--- src/rtl/gb_mailbox.sv ---
// Ghostbus mailbox: TX FIFO fed by host DATA writes, optional RX FIFO drained by DATA reads,
// plus STATUS/CTRL/SCRATCH. Optional RX path is built when GB_MAILBOX_RXFIFO_EN is defined.
module gb_mailbox #(
    parameter logic [23:0] BASE_ADDR  = 24'h000000,
    parameter int          DEPTH_LOG2 = 4
) (
    input  logic        gb_clk,
    input  logic        gb_rst,
    input  logic [23:0] gb_addr,
    input  logic [31:0] gb_wdata,
    input  logic        gb_wen,
    input  logic        gb_rstb,
    output logic [31:0] gb_rdata,
    output logic [31:0] m_data,
    output logic        m_valid,
    input  logic        m_ready,
    input  logic [31:0] s_data,
    input  logic        s_valid,
    output logic        s_ready
);
    localparam int              DEPTH    = 1 << DEPTH_LOG2;
    localparam int              CW       = DEPTH_LOG2 + 1;
    localparam logic [CW-1:0]   FULL_CNT = CW'(DEPTH);
    localparam logic [CW-1:0]   CNT_ZERO = CW'(0);
    localparam logic [DEPTH_LOG2-1:0] PTR_ZERO = DEPTH_LOG2'(0);
    localparam logic [DEPTH_LOG2-1:0] PTR_ONE  = DEPTH_LOG2'(1);

    function automatic logic [7:0] cnt8(input logic [CW-1:0] c);
        cnt8 = 8'(c);
    endfunction

    logic        sel_s;
    logic [1:0]  off_s;
    logic        wr_data_s;
    logic        wr_ctrl_s;
    logic        wr_scr_s;
    logic        clr_sticky_s;

    assign sel_s        = (gb_addr[23:2] == BASE_ADDR[23:2]);
    assign off_s        = gb_addr[1:0];
    assign wr_data_s    = gb_wen && sel_s && (off_s == 2'd0);
    assign wr_ctrl_s    = gb_wen && sel_s && (off_s == 2'd2);
    assign wr_scr_s     = gb_wen && sel_s && (off_s == 2'd3);
    assign clr_sticky_s = wr_ctrl_s && gb_wdata[2];

    // ---------------- TX FIFO ----------------
    logic [31:0]           tx_mem_r [DEPTH];
    logic [DEPTH_LOG2-1:0] tx_rd_ptr_r;
    logic [DEPTH_LOG2-1:0] tx_wr_ptr_r;
    logic [CW-1:0]         tx_cnt_r;
    logic                  tx_ovf_r;
    logic                  tx_full_s;
    logic                  tx_empty_s;
    logic                  tx_push_s;
    logic                  tx_pop_s;
    logic                  tx_flush_s;

    assign tx_full_s  = (tx_cnt_r == FULL_CNT);
    assign tx_empty_s = (tx_cnt_r == CNT_ZERO);
    assign tx_push_s  = wr_data_s && !tx_full_s;
    assign tx_pop_s   = !tx_empty_s && m_ready;
    assign tx_flush_s = wr_ctrl_s && gb_wdata[0];
    assign m_valid    = !tx_empty_s;
    assign m_data     = tx_mem_r[tx_rd_ptr_r];

    // TX storage; a flushed push never lands so the head stays put
    always_ff @(posedge gb_clk or posedge gb_rst) begin
        if (gb_rst) begin
            for (int i = 0; i < DEPTH; i++) tx_mem_r[i] <= 32'h0000_0000;
        end else if (tx_push_s && !tx_flush_s) begin
            tx_mem_r[tx_wr_ptr_r] <= gb_wdata;
        end
    end

    // TX pointers, count and overflow sticky (set beats clear)
    always_ff @(posedge gb_clk or posedge gb_rst) begin
        if (gb_rst) begin
            tx_rd_ptr_r <= PTR_ZERO;
            tx_wr_ptr_r <= PTR_ZERO;
            tx_cnt_r    <= CNT_ZERO;
            tx_ovf_r    <= 1'b0;
        end else begin
            if (tx_flush_s) begin
                tx_rd_ptr_r <= PTR_ZERO;
                tx_wr_ptr_r <= PTR_ZERO;
                tx_cnt_r    <= CNT_ZERO;
            end else begin
                if (tx_push_s) tx_wr_ptr_r <= tx_wr_ptr_r + PTR_ONE;
                if (tx_pop_s)  tx_rd_ptr_r <= tx_rd_ptr_r + PTR_ONE;
                tx_cnt_r <= tx_cnt_r + CW'(tx_push_s) - CW'(tx_pop_s);
            end
            tx_ovf_r <= (tx_ovf_r && !clr_sticky_s) || (wr_data_s && tx_full_s);
        end
    end

    // ---------------- RX FIFO (optional) ----------------
    logic [CW-1:0] rx_cnt_s;
    logic          rx_empty_s;
    logic          rx_unf_s;
    logic [31:0]   rx_head_s;

`ifdef GB_MAILBOX_RXFIFO_EN
    logic [31:0]           rx_mem_r [DEPTH];
    logic [DEPTH_LOG2-1:0] rx_rd_ptr_r;
    logic [DEPTH_LOG2-1:0] rx_wr_ptr_r;
    logic [CW-1:0]         rx_cnt_r;
    logic                  rx_unf_r;
    logic                  rx_full_s;
    logic                  rd_data_s;
    logic                  rx_push_s;
    logic                  rx_pop_s;
    logic                  rx_flush_s;

    assign rx_full_s  = (rx_cnt_r == FULL_CNT);
    assign rx_empty_s = (rx_cnt_r == CNT_ZERO);
    assign rd_data_s  = gb_rstb && sel_s && (off_s == 2'd0);
    assign rx_push_s  = s_valid && !rx_full_s;
    assign rx_pop_s   = rd_data_s && !rx_empty_s;
    assign rx_flush_s = wr_ctrl_s && gb_wdata[1];
    assign s_ready    = !rx_full_s;
    assign rx_cnt_s   = rx_cnt_r;
    assign rx_unf_s   = rx_unf_r;
    assign rx_head_s  = rx_mem_r[rx_rd_ptr_r];

    // RX storage
    always_ff @(posedge gb_clk or posedge gb_rst) begin
        if (gb_rst) begin
            for (int i = 0; i < DEPTH; i++) rx_mem_r[i] <= 32'h0000_0000;
        end else if (rx_push_s && !rx_flush_s) begin
            rx_mem_r[rx_wr_ptr_r] <= s_data;
        end
    end

    // RX pointers, count and underflow sticky (set beats clear)
    always_ff @(posedge gb_clk or posedge gb_rst) begin
        if (gb_rst) begin
            rx_rd_ptr_r <= PTR_ZERO;
            rx_wr_ptr_r <= PTR_ZERO;
            rx_cnt_r    <= CNT_ZERO;
            rx_unf_r    <= 1'b0;
        end else begin
            if (rx_flush_s) begin
                rx_rd_ptr_r <= PTR_ZERO;
                rx_wr_ptr_r <= PTR_ZERO;
                rx_cnt_r    <= CNT_ZERO;
            end else begin
                if (rx_push_s) rx_wr_ptr_r <= rx_wr_ptr_r + PTR_ONE;
                if (rx_pop_s)  rx_rd_ptr_r <= rx_rd_ptr_r + PTR_ONE;
                rx_cnt_r <= rx_cnt_r + CW'(rx_push_s) - CW'(rx_pop_s);
            end
            rx_unf_r <= (rx_unf_r && !clr_sticky_s) || (rd_data_s && rx_empty_s);
        end
    end
`else
    logic unused_rx_s;

    assign unused_rx_s = ^{s_data, s_valid};
    assign s_ready     = 1'b0;
    assign rx_cnt_s    = CNT_ZERO;
    assign rx_empty_s  = 1'b1;
    assign rx_unf_s    = 1'b0;
    assign rx_head_s   = 32'h0000_0000;
`endif

    // ---------------- register window ----------------
    logic [31:0] scratch_r;
    logic [31:0] status_s;
    logic [31:0] rd_val_s;

    assign status_s = {8'h00, cnt8(rx_cnt_s), cnt8(tx_cnt_r), 3'b000,
                       rx_unf_s, rx_empty_s, tx_ovf_r, tx_empty_s, tx_full_s};

    // Scratch register
    always_ff @(posedge gb_clk or posedge gb_rst) begin
        if (gb_rst) begin
            scratch_r <= 32'h0000_0000;
        end else if (wr_scr_s) begin
            scratch_r <= gb_wdata;
        end
    end

    // Read mux from pre-edge state; unselected reads yield 0
    always_comb begin
        rd_val_s = 32'h0000_0000;
        if (sel_s) begin
            case (off_s)
                2'd0:    rd_val_s = rx_empty_s ? 32'h0000_0000 : rx_head_s;
                2'd1:    rd_val_s = status_s;
                2'd2:    rd_val_s = 32'h0000_0000;
                2'd3:    rd_val_s = scratch_r;
                default: rd_val_s = 32'h0000_0000;
            endcase
        end else begin
            rd_val_s = 32'h0000_0000;
        end
    end

    // Read data register, loaded only on a read strobe
    always_ff @(posedge gb_clk or posedge gb_rst) begin
        if (gb_rst) begin
            gb_rdata <= 32'h0000_0000;
        end else if (gb_rstb) begin
            gb_rdata <= rd_val_s;
        end
    end
endmodule

--- config.mk ---
export PLATFORM = sky130hd
export DESIGN_NAME = gb_mailbox
export DESIGN_NICKNAME = d
export VERILOG_FILES = /design/src/rtl/gb_mailbox.sv
export SDC_FILE = /design/constraint.sdc
export NUM_CORES = 1
export LEC_CHECK = 0
export ABC_AREA = 0
export ABC_CLOCK_PERIOD_IN_PS = 31300
export BUFFER_PORTS_ARGS = -buffer_cell sky130_fd_sc_hd__buf_2
export CAP_MARGIN = 20
export CELL_PAD_IN_SITES_DETAIL_PLACEMENT = 0
export CELL_PAD_IN_SITES_GLOBAL_PLACEMENT = 1
export CORE_UTILIZATION = 35
export CTS_CLUSTER_DIAMETER = 50
export CTS_CLUSTER_SIZE = 8
export DETAILED_ROUTE_END_ITERATION = 10
export PLACE_DENSITY_LB_ADDON = 0.1
export SYNTH_ARGS = -nofsm -noshare
export SYNTH_HDL_FRONTEND = slang
export SYNTH_SLANG_ARGS = --single-unit
--- constraint.sdc ---
create_clock -name gb_clk -period 31.3 [get_ports gb_clk]
set_clock_uncertainty 0.05 [all_clocks]
set_input_delay 3.13 -clock gb_clk [delete_from_list [all_inputs] [get_ports gb_clk]]
set_output_delay 3.13 -clock gb_clk [all_outputs]
set_load 0.01 [all_outputs]
Word level (Yosys, flattened, before mapping). Cells that the tools add are included.

Add/sub/neg operators: 4. Bitwise logic cells: 2. $lt $le $gt $ge: 3. Reduce and logical (&&, ||, !) cells: 23. Multiplexer cells: 13. Equal/unequal tests: 4.

Operators by type and width (number): $bwmux 512 (1); $bmux 32 s4 (1); $demux 32 s4 (1); $mux 32 (4); $pmux 32 s3 (1); $logic_not 22->1 (1); $mux 4 (4); $logic_and 1x1->1 (12); $ge 5x5->1 const B (2); $not 4->5 (2); $add 4x1->4 const B (2); $add 5x1->5 (1); $eq 5x5->1 const B (1); $logic_not 5->1 (1); $lt 5x1->1 const B (1); $mux 5 (1); $sub 5x1->5 (1); $eq 2x2->1 const B (2); $logic_not 1->1 (4); $reduce_bool 2->1 (2); $eq 2x1->1 const B (1); $logic_not 2->1 (1); $reduce_or 2->1 (1); $logic_or 1x1->1 (1).

Register bits after elaboration: 590. Word-level logic and storage cells: 71. Input bits: 94.

Depth between registers and ports, before layout.
Depth after elaboration: 7. Mapped depth: 15. Mapped depth without buffers: 14.

Least setup slack after synthesis. No wires, ideal clock.

Path type: input to register. Start point: input port gb_addr[10]. End point: register tx_cnt_r[4]. Slack: 25783 ps. Library setup time: 155 ps. Buffers on the path: 0. Data arrival time: 5311 ps. Data required time: 31095 ps. Cell stages on the path: 13. Cells stage by stage: nor4_1 -> nand4_1 -> nor2_1 -> nand2_1 -> ha_1 -> inv_1 -> ha_1 -> inv_1 -> fa_1 -> nor2b_1 -> o21bai_1 -> a21oi_1 -> nor3b_1.

Word-level cells in the longest chain between the ends: 7.

Ends and longest elaborated chain: start, declared (line 9) `input logic [23:0] gb_addr,`; $logic_not 22->1 (*) (line 39) `assign sel_s = (gb_addr[23:2] == BASE_ADDR[23:2]);`; $logic_and 1x1->1 (*) (line 41, 42); $logic_and 1x1->1 (line 41) `assign wr_data_s = gb_wen && sel_s && (off_s == 2'd0);`; $logic_and 1x1->1 (line 60) `assign tx_push_s = wr_data_s && !tx_full_s;`; $add 5x1->5 (line 90) `tx_cnt_r <= tx_cnt_r + CW'(tx_push_s) - CW'(tx_pop_s);`; $sub 5x1->5 (line 90); $mux 5 (*) (line 83) `if (tx_flush_s) begin`; end signal, assigned (line 90); end, declared (line 50) `logic [CW-1:0] tx_cnt_r;`.

Every way passes the cells marked *; elsewhere a longest branch is shown, timed or not. A chain may end at the register's enable or synchronous reset.

Final worst setup path.
Start point: register tx_rd_ptr_r[1]. End point: output port m_data[8].

Word-level cells in the longest chain between the ends: 4.

Ends and longest elaborated chain: start, declared (line 48) `logic [DEPTH_LOG2-1:0] tx_rd_ptr_r;`; start signal, assigned (line 89) `if (tx_pop_s) tx_rd_ptr_r <= tx_rd_ptr_r + PTR_ONE;`; $not 4->5 (implied by the code) (line 64) `assign m_data = tx_mem_r[tx_rd_ptr_r];`; $bmux 32 s4 (line 64); $mux 32 (implied by the code) (2 in series) (line 64); end, declared (line 14) `output logic [31:0] m_data,`.

No other way between the ends. The select of a mux whose other input is x is not followed.

==> flow_metrics.env <==
export IMPL_io_buffer_count=125
export IMPL_worst_setup_path_start_kind="flop"
export IMPL_drcViolationCount=0
export IMPL_initial_utilization_pct=35.5
export IMPL_synthesis_area_per_instance_um2=15.9
export IMPL_setup_tns_final_ns=0
export IMPL_worst_ep_arrival_time_ns=4.23
export IMPL_flow_area_growth_from_synthesis_pct=16.8
export IMPL_max_slew_worst_pin_slew_ns=1.05
export IMPL_sinks_on_clock_net=590
export IMPL_cts_reportedPaths_clkPinSlew_ns=0.05
export IMPL_most_common_layout_cells="586 x dfrtp_1, 452 x mux2_2, 160 x mux4_2, 125 x buf_2, 99 x clkbuf_16"
export IMPL_postSynthRegisterBits=590
export IMPL_rsz0062_at_grt="false"
export IMPL_post_cts_resized=0
export IMPL_drt_initial_drc_count=755
export IMPL_floorplan_io_pins=160
export IMPL_antenna_found_initial=4
export IMPL_critical_path_peak_fanout=55
export IMPL_postCtsSetupRepairBufs=0
export IMPL_synth_seq_area_share_pct=54.5
export IMPL_area_sequential_um2=14800
export IMPL_ctsHoldBuffers=0
export IMPL_post_synthesis_net_count=1809
export IMPL_tritoncts_num_buffers=95
export IMPL_worst_setup_path_type="reg2out"
export IMPL_grt_ovfl_total=0
export IMPL_first_global_vias=16756
export IMPL_max_slew_headroom_pct=30.2
export IMPL_timing_final_crit_share_pct=23.7
export IMPL_postSynth_asyncResetShare_pct=100
export IMPL_post_route_util_pct=41.5
export IMPL_synth_enable_flop_cells=0
export IMPL_fp_row_count=101
export IMPL_worst_skew_pair_late_latency_ns=0.62
export IMPL_finalWirelength_um=71900
export IMPL_cts_root_to_sink_buffers=3
export IMPL_timing_fmax_mhz=135
export IMPL_die_width_um=280
export IMPL_finalHoldViolCount=0
export IMPL_ant_nets=0
export IMPL_die_span_y_um=280
export IMPL_grt_start_max_net_pins=116
export IMPL_num_fill_cells=6938
export IMPL_status="finished clean"
export IMPL_floorplan_die_area_um2=78500
export IMPL_worst_hold_path_type="reg2reg"
export IMPL_synthesis_instances=1703
export IMPL_gr_usage_all_layers_pct=18.9
export IMPL_critical_path_required_ns=28.12
export IMPL_leakagePower_nw=15.6
export IMPL_layout_cells_most_common="dfrtp_1"
export IMPL_final_max_slew_violation_count=0
export IMPL_cts_tree="done"
export IMPL_post_route_min_period_ns=7.41
export IMPL_post_synth_instance_area_um2=27100
export IMPL_vias=15115
export IMPL_global_route_wire_length_before_repair_um=110000
export IMPL_post_synth_num_cell_types=54
export IMPL_core_area_um2=76200
export IMPL_maxCapViolCount=0
export IMPL_ctsRootBufferMaster="clkbuf_16"
export IMPL_gp_routability_congestion=0.705
export IMPL_htree_num_levels=3
export IMPL_powerDensity_nw_per_um2=65.0
export IMPL_drive_gt1_share_pct=54.5
export IMPL_dp_hpwl_um=38900
export IMPL_final_nets=1919
export IMPL_critPathCaptureType="output pin"
export IMPL_synth_top_flop_cell="dfrtp_1"
export IMPL_irDropWorstVdd_uv=52.6
export IMPL_area_taken_by_multi_input_logic_gates_um2=11400
export IMPL_setup_violations_final=0
export IMPL_synth_warning_count=0
export IMPL_detailedRoute_firstPassIterationCount=4
export IMPL_routed_wire_length_per_instance_um=24.9
export IMPL_detail_route_vias_per_cell=5.23
registers in the layout (all words and copies together) (netlist names):
register and flops:
tx_cnt_r 5, tx_wr_ptr_r 4, gb_rdata 32, tx_rd_ptr_r 4
tx_ovf_r 1, scratch_r 32, tx_mem_r 512
stage by stage:
step | cell area, µm² | total power [mW] | hold WS [ns] | cells | worst slack (ns)
floorplan | 27100 | 1.01 | 0.402 | 1703 | 11.61
global placement | 28600 | 1.09 | 0.415 | 2745 | 24.42
detailed placement | 28600 | 1.09 | 0.438 | 2745 | 24.48
CTS | 31600 | 2.10 | 0.449 | 2889 | 23.78
global route | 31600 | 2.14 | 0.459 | 2890 | 23.75
finish | 31600 | 2.05 | 0.442 | 2892 | 23.89
per-layer routing:
layer  vias to the layer above  routed length (µm)  global-route usage, %  share of wire [%]
met1                      8244               33400                   26.3                 46
met3                       104                2370                   3.04                3.3
met5                         -                   0                      0                  0
li1                       6536                   -                      -                  -
met4                         0                1460                   5.25                2.0
met2                       231               34800                   30.6                 48
final timing paths:
path / start / cells past startpoint / end / slack [ns]
worst min register to register: tx_mem_r[183]$_DFFE_PP0P_ / 1 / tx_mem_r[183]$_DFFE_PP0P_ / 0.44
max in group asynchronous: gb_rst / 5 / tx_mem_r[84]$_DFFE_PP0P_ / 25.51
worst max register to register: tx_cnt_r[2]$_DFF_PP0_ / 14 / tx_cnt_r[4]$_DFF_PP0_ / 28.01
min in group asynchronous: gb_rst / 2 / gb_rdata[8]$_DFFE_PP0P_ / 2.63
worst min-delay path: tx_mem_r[183]$_DFFE_PP0P_ / 1 / tx_mem_r[183]$_DFFE_PP0P_ / 0.44
worst max-delay path: tx_rd_ptr_r[1]$_DFFE_PP0P_ / 5 / m_data[8] / 23.89
area by class of cell:
class	instances	area share, %
Antenna cell	2	0.0158
Clock buffer	127	8.64
Clock inverter	17	0.673
Inverter	69	0.843
Multi-Input combinational cell	898	36.2
Sequential cell	590	46.7
Tap cell	1030	4.08
Timing Repair Buffer	159	2.85
synth_stat cells, drive strengths merged, types with 2 or more instances:
library cell | instances | area share, %
nor4 | 14 | 0.49
a21oi | 5 | 0.092
ha | 11 | 0.51
nand4 | 14 | 0.32
nor2b | 8 | 0.18
a31oi | 2 | 0.046
inv | 69 | 0.96
mux2i | 6 | 0.22
nand3 | 18 | 0.33
clkbuf | 82 | 1.1
nor2 | 14 | 0.19
nor3 | 12 | 0.24
and3 | 7 | 0.16
mux2 | 542 | 24
nand2 | 14 | 0.19
nand2b | 3 | 0.069
a32o | 2 | 0.074
xor2 | 4 | 0.13
or4 | 4 | 0.11
a2bb2oi | 6 | 0.19
buf | 64 | 1.3
o21ai | 4 | 0.074
o22ai | 27 | 0.62
mux4 | 160 | 13
dfrtp | 590 | 55
logic make-up after synthesis:
group	share of synthesized area [%]
mux	37.3
flops	54.5
buf+inv	3.45
simple gates	2.68
compound gates	1.33
fa+ha+maj	0.582
xor+xnor	0.162
other cells	0.0138
critical path, stage by stage (launching register included):
cell and delay, ns:
dfrtp_4 0.78, buf_4 0.72, buf_4 0.87, mux4_2 0.42, mux4_2 0.55, buf_2 0.18
power breakdown:
part	switching [mW]	internal [mW]
clock network	0.352	0.632
logic	0.136	0.109
registers	0.0536	0.772
total	0.541	1.51
Power figures use the tool's default switching activity.
